[config.mk]
export PLATFORM = sky130hd
export DESIGN_NAME = byte_unstriping
export DESIGN_NICKNAME = d
export VERILOG_FILES = /design/src/rtl/byte_unstriping_pkg.sv /design/src/rtl/byte_unstriping_lane_fifo.sv /design/src/rtl/byte_unstriping.sv
export SDC_FILE = /design/constraint.sdc
export NUM_CORES = 1
export LEC_CHECK = 0
export ABC_AREA = 1
export CAP_MARGIN = 20
export CELL_PAD_IN_SITES_DETAIL_PLACEMENT = 0
export CELL_PAD_IN_SITES_GLOBAL_PLACEMENT = 2
export CORE_MARGIN = 2
export CORE_UTILIZATION = 41
export DETAILED_ROUTE_END_ITERATION = 8
export PLACE_DENSITY = 0.84
export RECOVER_POWER = 25
export SYNTH_ARGS = -nofsm -noshare
export SYNTH_HDL_FRONTEND = slang
export SYNTH_HIERARCHICAL = 1
export SYNTH_SLANG_ARGS = --single-unit
[constraint.sdc]
create_clock -name clk2f -period 3.19 [get_ports clk2f]
set_clock_uncertainty 0.05 [all_clocks]
set_input_delay 0.638 -clock clk2f [delete_from_list [all_inputs] [get_ports clk2f]]
set_output_delay 0.638 -clock clk2f [all_outputs]
set_load 0.05 [all_outputs]
[src/rtl/byte_unstriping_pkg.sv]
// Shared constants and state encodings for the byte unstriping stage.
package byte_unstriping_pkg;

    localparam int DEF_DATA_W = 8;
    localparam int VALID_BIT  = DEF_DATA_W;
    localparam int LANE_W     = DEF_DATA_W + 1;

    // Which lane FIFO the merge logic reads from next.
    typedef enum logic {
        LANE0 = 1'b0,
        LANE1 = 1'b1
    } sel_e;

endpackage

[src/rtl/byte_unstriping_lane_fifo.sv]
// Small synchronous show-ahead FIFO buffering one lane of the unstriper.
// Pointers carry an extra wrap bit so full and empty are distinguishable.
module lane_fifo
    import byte_unstriping_pkg::*;
#(
    parameter int WIDTH = 8,
    parameter int DEPTH = 4
) (
    input  logic             clk2f,
    input  logic             reset_L,
    input  logic             push,
    input  logic             pop,
    input  logic [WIDTH-1:0] din,
    output logic [WIDTH-1:0] dout,
    output logic             full,
    output logic             empty
);

    localparam int AW = $clog2(DEPTH);
    localparam logic [AW:0] PTR_ONE = {{AW{1'b0}}, 1'b1};

    logic [WIDTH-1:0] mem [DEPTH];
    logic [AW:0]      wr_ptr;
    logic [AW:0]      rd_ptr;
    logic             do_push;
    logic             do_pop;

    assign empty   = (wr_ptr == rd_ptr);
    assign full    = (wr_ptr[AW] != rd_ptr[AW]) &&
                     (wr_ptr[AW-1:0] == rd_ptr[AW-1:0]);
    assign do_pop  = pop && !empty;
    // A full FIFO still takes a write when the head leaves in the same cycle.
    assign do_push = push && (!full || do_pop);
    assign dout    = mem[rd_ptr[AW-1:0]];

    // Advance read/write pointers; reset discards all buffered entries.
    always_ff @(posedge clk2f) begin
        if (!reset_L) begin
            wr_ptr <= '0;
            rd_ptr <= '0;
        end else begin
            if (do_push) wr_ptr <= wr_ptr + PTR_ONE;
            if (do_pop)  rd_ptr <= rd_ptr + PTR_ONE;
        end
    end

    // Storage array; contents are don't-care until written.
    always_ff @(posedge clk2f) begin
        if (do_push) mem[wr_ptr[AW-1:0]] <= din;
    end

endmodule

[src/rtl/byte_unstriping.sv]
// Re-merges the two striped lanes into a single byte stream at clk2f rate,
// lane0 byte first, then lane1 byte. Each lane is buffered in a lane_fifo.
module byte_unstriping
    import byte_unstriping_pkg::*;
#(
    parameter int DATA_W = DEF_DATA_W,
    parameter int DEPTH  = 4
) (
    input  logic              clk2f,
    input  logic              reset_L,
    input  logic              lane_strobe,
    input  logic [DATA_W:0]   lane0,
    input  logic [DATA_W:0]   lane1,
    output logic [DATA_W:0]   dataout0,
    output logic              overflow_err,
    output logic              order_err
);

    logic              lane0_valid;
    logic              lane1_valid;
    logic              push0;
    logic              push1;
    logic              pop0;
    logic              pop1;
    logic              full0;
    logic              full1;
    logic              empty0;
    logic              empty1;
    logic [DATA_W:0]   din0;
    logic [DATA_W:0]   dout0;
    logic [DATA_W-1:0] dout1;
    logic              order_event;
    logic              overflow_event;
    logic [DATA_W:0]   next_out;
    sel_e              sel;
    sel_e              next_sel;

    assign lane0_valid = lane0[DATA_W];
    assign lane1_valid = lane1[DATA_W];

    // fifo0 entries carry the pair bit so the reader knows a lane1 byte follows.
    assign push0 = lane_strobe && lane0_valid;
    assign push1 = lane_strobe && lane0_valid && lane1_valid;
    assign din0  = {lane1_valid, lane0[DATA_W-1:0]};

    assign order_event    = lane_strobe && !lane0_valid && lane1_valid;
    assign overflow_event = (push0 && full0 && !pop0) ||
                            (push1 && full1 && !pop1);

    lane_fifo #(
        .WIDTH (DATA_W + 1),
        .DEPTH (DEPTH)
    ) fifo0 (
        .clk2f   (clk2f),
        .reset_L (reset_L),
        .push    (push0),
        .pop     (pop0),
        .din     (din0),
        .dout    (dout0),
        .full    (full0),
        .empty   (empty0)
    );

    lane_fifo #(
        .WIDTH (DATA_W),
        .DEPTH (DEPTH)
    ) fifo1 (
        .clk2f   (clk2f),
        .reset_L (reset_L),
        .push    (push1),
        .pop     (pop1),
        .din     (lane1[DATA_W-1:0]),
        .dout    (dout1),
        .full    (full1),
        .empty   (empty1)
    );

    // Merge decision: read only the lane whose turn it is, otherwise idle.
    always_comb begin
        pop0     = 1'b0;
        pop1     = 1'b0;
        next_sel = sel;
        next_out = '0;
        case (sel)
            LANE0: begin
                if (!empty0) begin
                    pop0     = 1'b1;
                    next_out = {1'b1, dout0[DATA_W-1:0]};
                    next_sel = dout0[DATA_W] ? LANE1 : LANE0;
                end
            end
            LANE1: begin
                if (!empty1) begin
                    pop1     = 1'b1;
                    next_out = {1'b1, dout1};
                    next_sel = LANE0;
                end
            end
            default: begin
                next_sel = LANE0;
            end
        endcase
    end

    // Lane selection state register.
    always_ff @(posedge clk2f) begin
        if (!reset_L) sel <= LANE0;
        else          sel <= next_sel;
    end

    // Registered output word and sticky error flags.
    always_ff @(posedge clk2f) begin
        if (!reset_L) begin
            dataout0     <= '0;
            overflow_err <= 1'b0;
            order_err    <= 1'b0;
        end else begin
            dataout0     <= next_out;
            overflow_err <= overflow_err | overflow_event;
            order_err    <= order_err | order_event;
        end
    end

endmodule

==> results by group, run 1 <==
Critical path
  – FF-to-FF Start: fifo1/wr_ptr[1]$_SDFFE_PN0P_
  – Worst r2r dst: fifo1/mem[2][3]$_DFFE_PP_
  – R2R setup slack: 0.76 ns
  – CP max FO: 12
  – Reg2Reg Depth: 12
  – Startpoint types: flop
  – Worst endpoint required time: between 3 and 4 ns
  – Type of element capturing the critical path: flop
  – Crit Path Category: reg -> reg
  – Arrival time at the worst endpoint: 2.37 ns

Floorplan
  – Num rows: 35
  – DIE AREA: 0.0103 mm2
  – Die Span Y: 101 um
  – Boundary pin count: 32
  – Initial Util: 42.1%
  – Die width: 101 um
  – Core Region: around 0.009 mm2

Clocking
  – H-tree levels: 3
  – Clock Latency Late Sink: 0.35 ns
  – Clock Tree Buf Depth: 2
  – CTS Buf Count: 9
  – CTS tree: yes
  – CTS Hold Bufs: 0
  – Root Buffer: clkbuf_8
  – Setup Buffers After CTS: 0
  – Clock-pin slew on the worst setup and hold paths: 0.09 ns
  – CTS sink cnt: 96
  – Post-cts sizing count: 0

Logic synthesis
  – Syn Nets: 385
  – XOR/XNOR Fraction of Synth Area: about 1.7%
  – Synth Area in Simple Gates: 13.6%
  – Synth Instances: 354
  – Dominant cells by area after synthesis: edfxtp_1 (52%), dfxtp_1 (14%), nor2_1 (5.8%)
  – Largest family of logic cells by synthesized area: simple AND/OR/NAND/NOR gates
  – Adder-cell area share of the yosys netlist: under 10%
  – Yosys top cell area share: 52.4%
  – Post-synthesis mux area share: 0%
  – Synthesis warning total: 6
  – Synth Area in Compound Gates: 9.93%
  – Mean area per synthesized cell: 11.0 um2
  – Synth Register Bits: 96
  – Distinct cells, synth: 24
  – Mapped Area: 0.00389 mm2
  – Register area share after synthesis: 66.8%
  – Largest area contributor in the netlist: edfxtp_1

STA
  – Final Hold Viols: 0
  – Period utilization: between 70% and 80%
  – RSZ-0062 raised after global routing: no
  – Setup violations, final: 0
  – Setup TNS Final: 0 ns
  – Hold_ws: approximately 0.4 ns
  – Tightest Pin Transition: 0.708 ns
  – Top achievable clock speed: just over 400 MHz
  – Final Max Slew Viols: 0
  – Slew margin rel.: 52.6%
  – Tmin final: 2.43 ns

Pwr
  – Maximum vdd drop: 0.214 mV
  – Leak pwr: 1.65 nW
  – Pwr dens: 575 mW/mm2

Detailed routing
  – Via density per instance: between 4 and 5
  – Detailed Route WL: slightly above 7000 um
  – Vias: 2,481
  – ANT nets after route: 0
  – Wirelength per Cell: 13.6 um
  – DRT Pass-1 Iters: 6
  – DRC: 0
  – Starting DRT DRC Count: 98

Global routing
  – Initial antenna violation count: 0
  – Vias in the first global route: between 2k and 2.5k
  – First-pass GRT wire length: 11,400 um
  – GRT Total Usage: 15.0%
  – Largest net degree at the start of global routing: 20
  – Grt ovf: 0

Placed design
  – DPL Wire Length: 5120 um
  – Gpl congestion: ~0.76
  – Buffers on Ports: 31

Worst hold path
  – Worst hold path depth: 2
  – Hold path start: order_err$_SDFF_PN0_
  – Hold worst-path end: order_err$_SDFF_PN0_
  – Worst min path class: reg -> reg

Finish
  – Area Overhead vs Synth: 17.2%
  – Share of cells above drive strength 1: 9.27%
  – NumNets Final: 425
  – # diodes: 0

Status
  – Status: completed

Flow run
  – Max Cap Viol: 0
-- routing by layer --
| metal | GRT usage (%) | share of wire [%] |
|---|---|---|
| met5 | 0 | 0 |
| met4 | 6.34 | 1.2 |
| met3 | 3.38 | 2.9 |
| met2 | 25.8 | 51 |
| met1 | 18.1 | 45 |
-- metrics by stage --
stage | cells | instance area [um2] | setup WS (ns) | power [mW] | util [%]
2_1_floorplan | 354 | 3890 | 1.07 | 1.73 | -
3_3_place_gp | 512 | 4360 | 0.637 | 1.87 | 47.2
3_5_place_dp | 512 | 4360 | 0.581 | 1.87 | 47.2
4_1_cts | 528 | 4560 | 0.758 | 2.66 | 49.4
5_1_grt | 528 | 4560 | 0.471 | 2.75 | 49.4
6_report | 528 | 4560 | 0.756 | 2.62 | 49.4
-- synth_stat cells, drive strengths merged --
library cell  count
a21oi            17
a22oi             1
buf               7
clkinv            2
dfxtp            28
edfxtp           68
ha               10
inv              36
nand2            49
nand3            12
nand3b            1
nand4             2
nor2             61
o21ai            36
o21bai            1
o22ai            17
xnor2             2
xor2              4
-- worst max path at each step --
stage | endpoint | slack, ns | depth (start not counted) | startpoint
global route | fifo1/mem[1][1]$_DFFE_PP_ | 0.47 | 12 | fifo1/wr_ptr[1]$_SDFFE_PN0P_
detailed placement | fifo1/mem[1][2]$_DFFE_PP_ | 0.58 | 5 | lane1[8]
finish | fifo1/mem[2][3]$_DFFE_PP_ | 0.76 | 12 | fifo1/wr_ptr[1]$_SDFFE_PN0P_
global placement | fifo1/mem[3][7]$_DFFE_PP_ | 0.64 | 5 | lane1[8]
CTS | fifo1/mem[1][1]$_DFFE_PP_ | 0.76 | 12 | fifo1/wr_ptr[1]$_SDFFE_PN0P_
floorplan | fifo0/mem[0][0]$_DFFE_PP_ | 1.07 | 11 | fifo0/wr_ptr[1]$_SDFFE_PN0P_
-- critical path: stages, from the launching register on --
cell and delay (ns):
dfxtp_1 0.42, inv_1 0.10, nand2_1 0.06, nand2_1 0.09, nand3_2 0.12, inv_1 0.06, inv_1 0.05, nand2_1 0.06
inv_2 0.19, inv_1 0.08, nand4_2 0.12, nand2_2 0.11, nor2_1 0.56
-- kinds of logic (layout without fill, tap and decap cells) --
kind of cell               after synthesis  after routing
AOI/OAI and AO/OA                       72             72
xor gates and xnor gates                 6              6
adders and majority gates               10             10
buffers and inverters                   45             90
DFF                                     96             96
and+or+nand+nor                        125            125
-- power by group --
part | total, mW | internal [mW] | switching (mW)
registers | 1.43 | 1.38 | 0.0435
logic | 0.409 | 0.144 | 0.265
clock network | 0.787 | 0.386 | 0.400
-- final cells by class --
cell class	count	area [um2]
Tap cell	129	161
Sequential cell	96	2600
Multi-Input combinational cell	213	1110
Fill cell	829	4680
Inverter	38	143
Clock inverter	6	65.1
Clock buffer	10	138
Timing Repair Buffer	36	348
-- state kept, by name (all words and copies together) (netlist names), named ones only --
register / flops
fifo1/mem: 32
fifo0/rd_ptr: 3
sel: 1
fifo0/mem: 36
fifo1/rd_ptr: 3
fifo1/wr_ptr: 3
overflow_err: 1
dataout0: 9
fifo0/wr_ptr: 3
order_err: 1
-- cell usage in the layout, fill, tap and decap left out --
| master | instances |
|---|---|
| dlygate4sd3_1 | 11 |
| o21ai_0 | 29 |
| xnor2_2 | 2 |
| nand2_2 | 4 |
| inv_2 | 5 |
| nor2_1 | 60 |
| nor2_2 | 1 |
| ha_1 | 10 |
| clkbuf_8 | 10 |
| clkinv_2 | 2 |
| edfxtp_1 | 68 |
| clkdlybuf4s50_1 | 20 |
| a22oi_1 | 1 |
| o21bai_1 | 1 |
| bufinv_16 | 1 |
| inv_6 | 2 |
| nand2_1 | 45 |
| nand3_1 | 10 |
| nand3_2 | 2 |
| clkinv_1 | 2 |
| nand4_2 | 2 |
| inv_1 | 31 |
| o21ai_1 | 7 |
| buf_4 | 5 |
| clkinvlp_4 | 1 |
| a21oi_1 | 17 |
| nand3b_1 | 1 |
| o22ai_1 | 17 |
| xor2_1 | 4 |
| dfxtp_1 | 28 |
Note: power is estimated with default switching activity, not from simulation.
==> run 2, diff against run 1 <==
--- a/config.mk
+++ b/config.mk
@@ -10,9 +10,9 @@
 export CELL_PAD_IN_SITES_DETAIL_PLACEMENT = 0
 export CELL_PAD_IN_SITES_GLOBAL_PLACEMENT = 2
 export CORE_MARGIN = 2
-export CORE_UTILIZATION = 41
+export CORE_UTILIZATION = 38
 export DETAILED_ROUTE_END_ITERATION = 8
-export PLACE_DENSITY = 0.84
+export PLACE_DENSITY = 0.78
 export RECOVER_POWER = 25
 export SYNTH_ARGS = -nofsm -noshare
 export SYNTH_HDL_FRONTEND = slang
==> constraint.sdc (replaced) <==
create_clock -name clk2f -period 2.3 [get_ports clk2f]
set_clock_uncertainty 0.05 [all_clocks]
set_input_delay 0.46 -clock clk2f [delete_from_list [all_inputs] [get_ports clk2f]]
set_output_delay 0.46 -clock clk2f [all_outputs]
set_load 0.05 [all_outputs]
==> results by group, run 2 (synthesis results as in run 1) <==
Global routing
  – Grt ovf: 0 (unchanged)
  – First-pass GRT wire length: 12,200 um (was 11,400 um)
  – GRT Total Usage: 14.3% (was 15.0%)
  – Initial antenna violation count: 0 (unchanged)
  – Largest net degree at the start of global routing: 19 (was 20)
  – Vias in the first global route: 2,552 (was 2,380)

STA
  – Tmin final: 2.01 ns
  – Setup violations, final: 0 (unchanged)
  – Period utilization: 87.6%
  – Tightest Pin Transition: 0.509 ns (was 0.708 ns)
  – Final Max Slew Viols: 0 (unchanged)
  – Top achievable clock speed: 497 MHz
  – Final Hold Viols: 0 (unchanged)
  – Setup TNS Final: 0 ns (unchanged)
  – Setup WS post-layout: 0.286 ns (was 0.756 ns)
  – RSZ-0062 raised after global routing: no (unchanged)
  – Slew margin rel.: 66.0% (was 52.6%)

Detailed routing
  – ANT nets after route: 0 (unchanged)
  – Via density per instance: 4.73 (was 4.70)
  – Detailed Route WL: 7320 um (was 7200 um)
  – DRT Pass-1 Iters: 6 (unchanged)
  – Starting DRT DRC Count: 86 (was 98)
  – Wirelength per Cell: 13.6 um (about the same)
  – DRC: 0 (unchanged)
  – Vias: 2,549 (was 2,481)

Finish
  – Largest register FFs: 36 (unchanged)
  – NumNets Final: 432 (was 425)
  – # diodes: 0 (unchanged)
  – Most common cell after layout, fill and taps aside: edfxtp_1 (unchanged)
  – Commonest cells after routing, fill and taps aside: edfxtp_1 (68), nor2_1 (60), nand2_1 (45) (unchanged)
  – Area Overhead vs Synth: 18.4% (was 17.2%)
  – Post-Layout Inst Area: 0.00461 mm2 (was 0.00456 mm2)
  – Share of cells above drive strength 1: 10.6% (was 9.27%)

Status
  – Status: completed (unchanged)

Critical path
  – CP top delay family: buffers and inverters (was simple AND/OR/NAND/NOR gates)
  – Arrival time at the worst endpoint: 1.50 ns (was 2.37 ns)
  – Startpoint types: flop (unchanged)
  – Worst endpoint required time: 1.79 ns (was 3.13 ns)
  – Crit path cell chain: clkdlybuf4s50_1 (was inv_1 -> nand2_1 -> nand2_1 -> nand3_2 -> inv_1 -> inv_1 -> nand2_1 -> inv_2 -> inv_1 -> nand4_2 -> nand2_2 -> nor2_1)
  – Crit Path Category: reg -> out (was reg -> reg)
  – Worst path max stage delay: 0.81 ns (was 0.56 ns)
  – Type of element capturing the critical path: output port (was flop)
  – CP max FO: 2 (was 12)
  – Slowest stage cell, crit path: clkdlybuf4s50_1 (was nor2_1)
  – Number of buffers and inverters on the critical path: 1 (was 5)

Clocking
  – CTS sink cnt: 96 (unchanged)
  – Clock-pin slew on the worst setup and hold paths: 0.09 ns (about the same)
  – CTS Hold Bufs: 0 (unchanged)
  – Clock Tree Buf Depth: 2 (unchanged)
  – CTS tree: yes (unchanged)
  – Clock Latency Late Sink: 0.35 ns (about the same)
  – CTS Buf Count: 9 (unchanged)
  – Root Buffer: clkbuf_8 (unchanged)
  – H-tree levels: 3 (unchanged)

Flow run
  – Max Cap Viol: 0 (unchanged)

Floorplan
  – Num rows: 36 (was 35)
  – DIE AREA: 0.0111 mm2 (was 0.0103 mm2)
  – Core Region: 0.00986 mm2 (was 0.00924 mm2)
  – Boundary pin count: 32 (unchanged)
  – Die width: 105 um (was 101 um)
  – Die Span Y: 105 um (was 101 um)
  – Initial Util: 39.5% (was 42.1%)

Placed design
  – DPL Wire Length: 5150 um (was 5120 um)
  – Gpl congestion: 0.735 (was 0.757)
  – Buffers on Ports: 31 (unchanged)
  – Area after DPL: 0.00442 mm2 (was 0.00436 mm2)
  – Placement Setup Slack: 0.178 ns (was 0.581 ns)

Pwr
  – Pwr dens: 780 mW/mm2 (was 575 mW/mm2)
  – Leak pwr: 1.68 nW (was 1.65 nW)
  – Maximum vdd drop: 0.348 mV (was 0.214 mV)
  – Pwr Total: 3.60 mW (was 2.62 mW)

Worst hold path
  – Worst min path class: reg -> reg (unchanged)
==> run 2: timing repair <==
action                     in CTS  in global routing
gates resized for setup         0                  2
setup buffers                   0                  0
setup endpoints to repair       0                 32
==> run 2: worst min-delay path, cell delays in order (launching register included) <==
cell and delay [ns]:
dfxtp_1 0.31, inv_1 0.05, a21oi_1 0.05
==> run 2: worst paths after layout <==
check / start / to / slack [ns] / cells past startpoint
setup / recovery: overflow_err$_SDFF_PN0_ / overflow_err / 0.29 / 1
hold / removal: order_err$_SDFF_PN0_ / order_err$_SDFF_PN0_ / 0.41 / 2
setup reg to reg: fifo1/rd_ptr[2]$_SDFFE_PN0P_ / fifo1/mem[2][7]$_DFFE_PP_ / 0.29 / 13
hold reg to reg: order_err$_SDFF_PN0_ / order_err$_SDFF_PN0_ / 0.41 / 2
==> run 2: cell type report <==
type | instances | area [um2]
Clock buffer | 10 | 128
Clock inverter | 6 | 60.1
Fill cell | 913 | 5250
Inverter | 38 | 145
Multi-Input combinational cell | 213 | 1110
Sequential cell | 96 | 2600
Tap cell | 133 | 166
Timing Repair Buffer | 43 | 400
==> run 2: per-layer routing <==
metal | up-vias | routed length (um) | GRT usage (%)
met5 | - | 0 | 0
met2 | 40 | 3560 | 23.5
met1 | 1191 | 3430 | 18.0
met3 | 10 | 200 | 2.66
li1 | 1308 | - | -
met4 | 0 | 129 | 7.43
==> run 2: stage by stage <==
step	hold slack, ns	utilization [%]	std cells
6_report	0.406	46.7	539
3_3_place_gp	0.393	44.8	523
3_5_place_dp	0.398	44.8	523
5_1_grt	0.440	46.7	539
4_1_cts	0.409	46.7	539
2_1_floorplan	0.426	-	354
==> run 2: report_power, final <==
group          leakage, nW  internal [mW]  total (mW)  switching [mW]
clock network       0.0937          0.497        1.04           0.546
registers            0.844           1.92        1.97          0.0473
logic                0.745          0.207       0.587           0.380
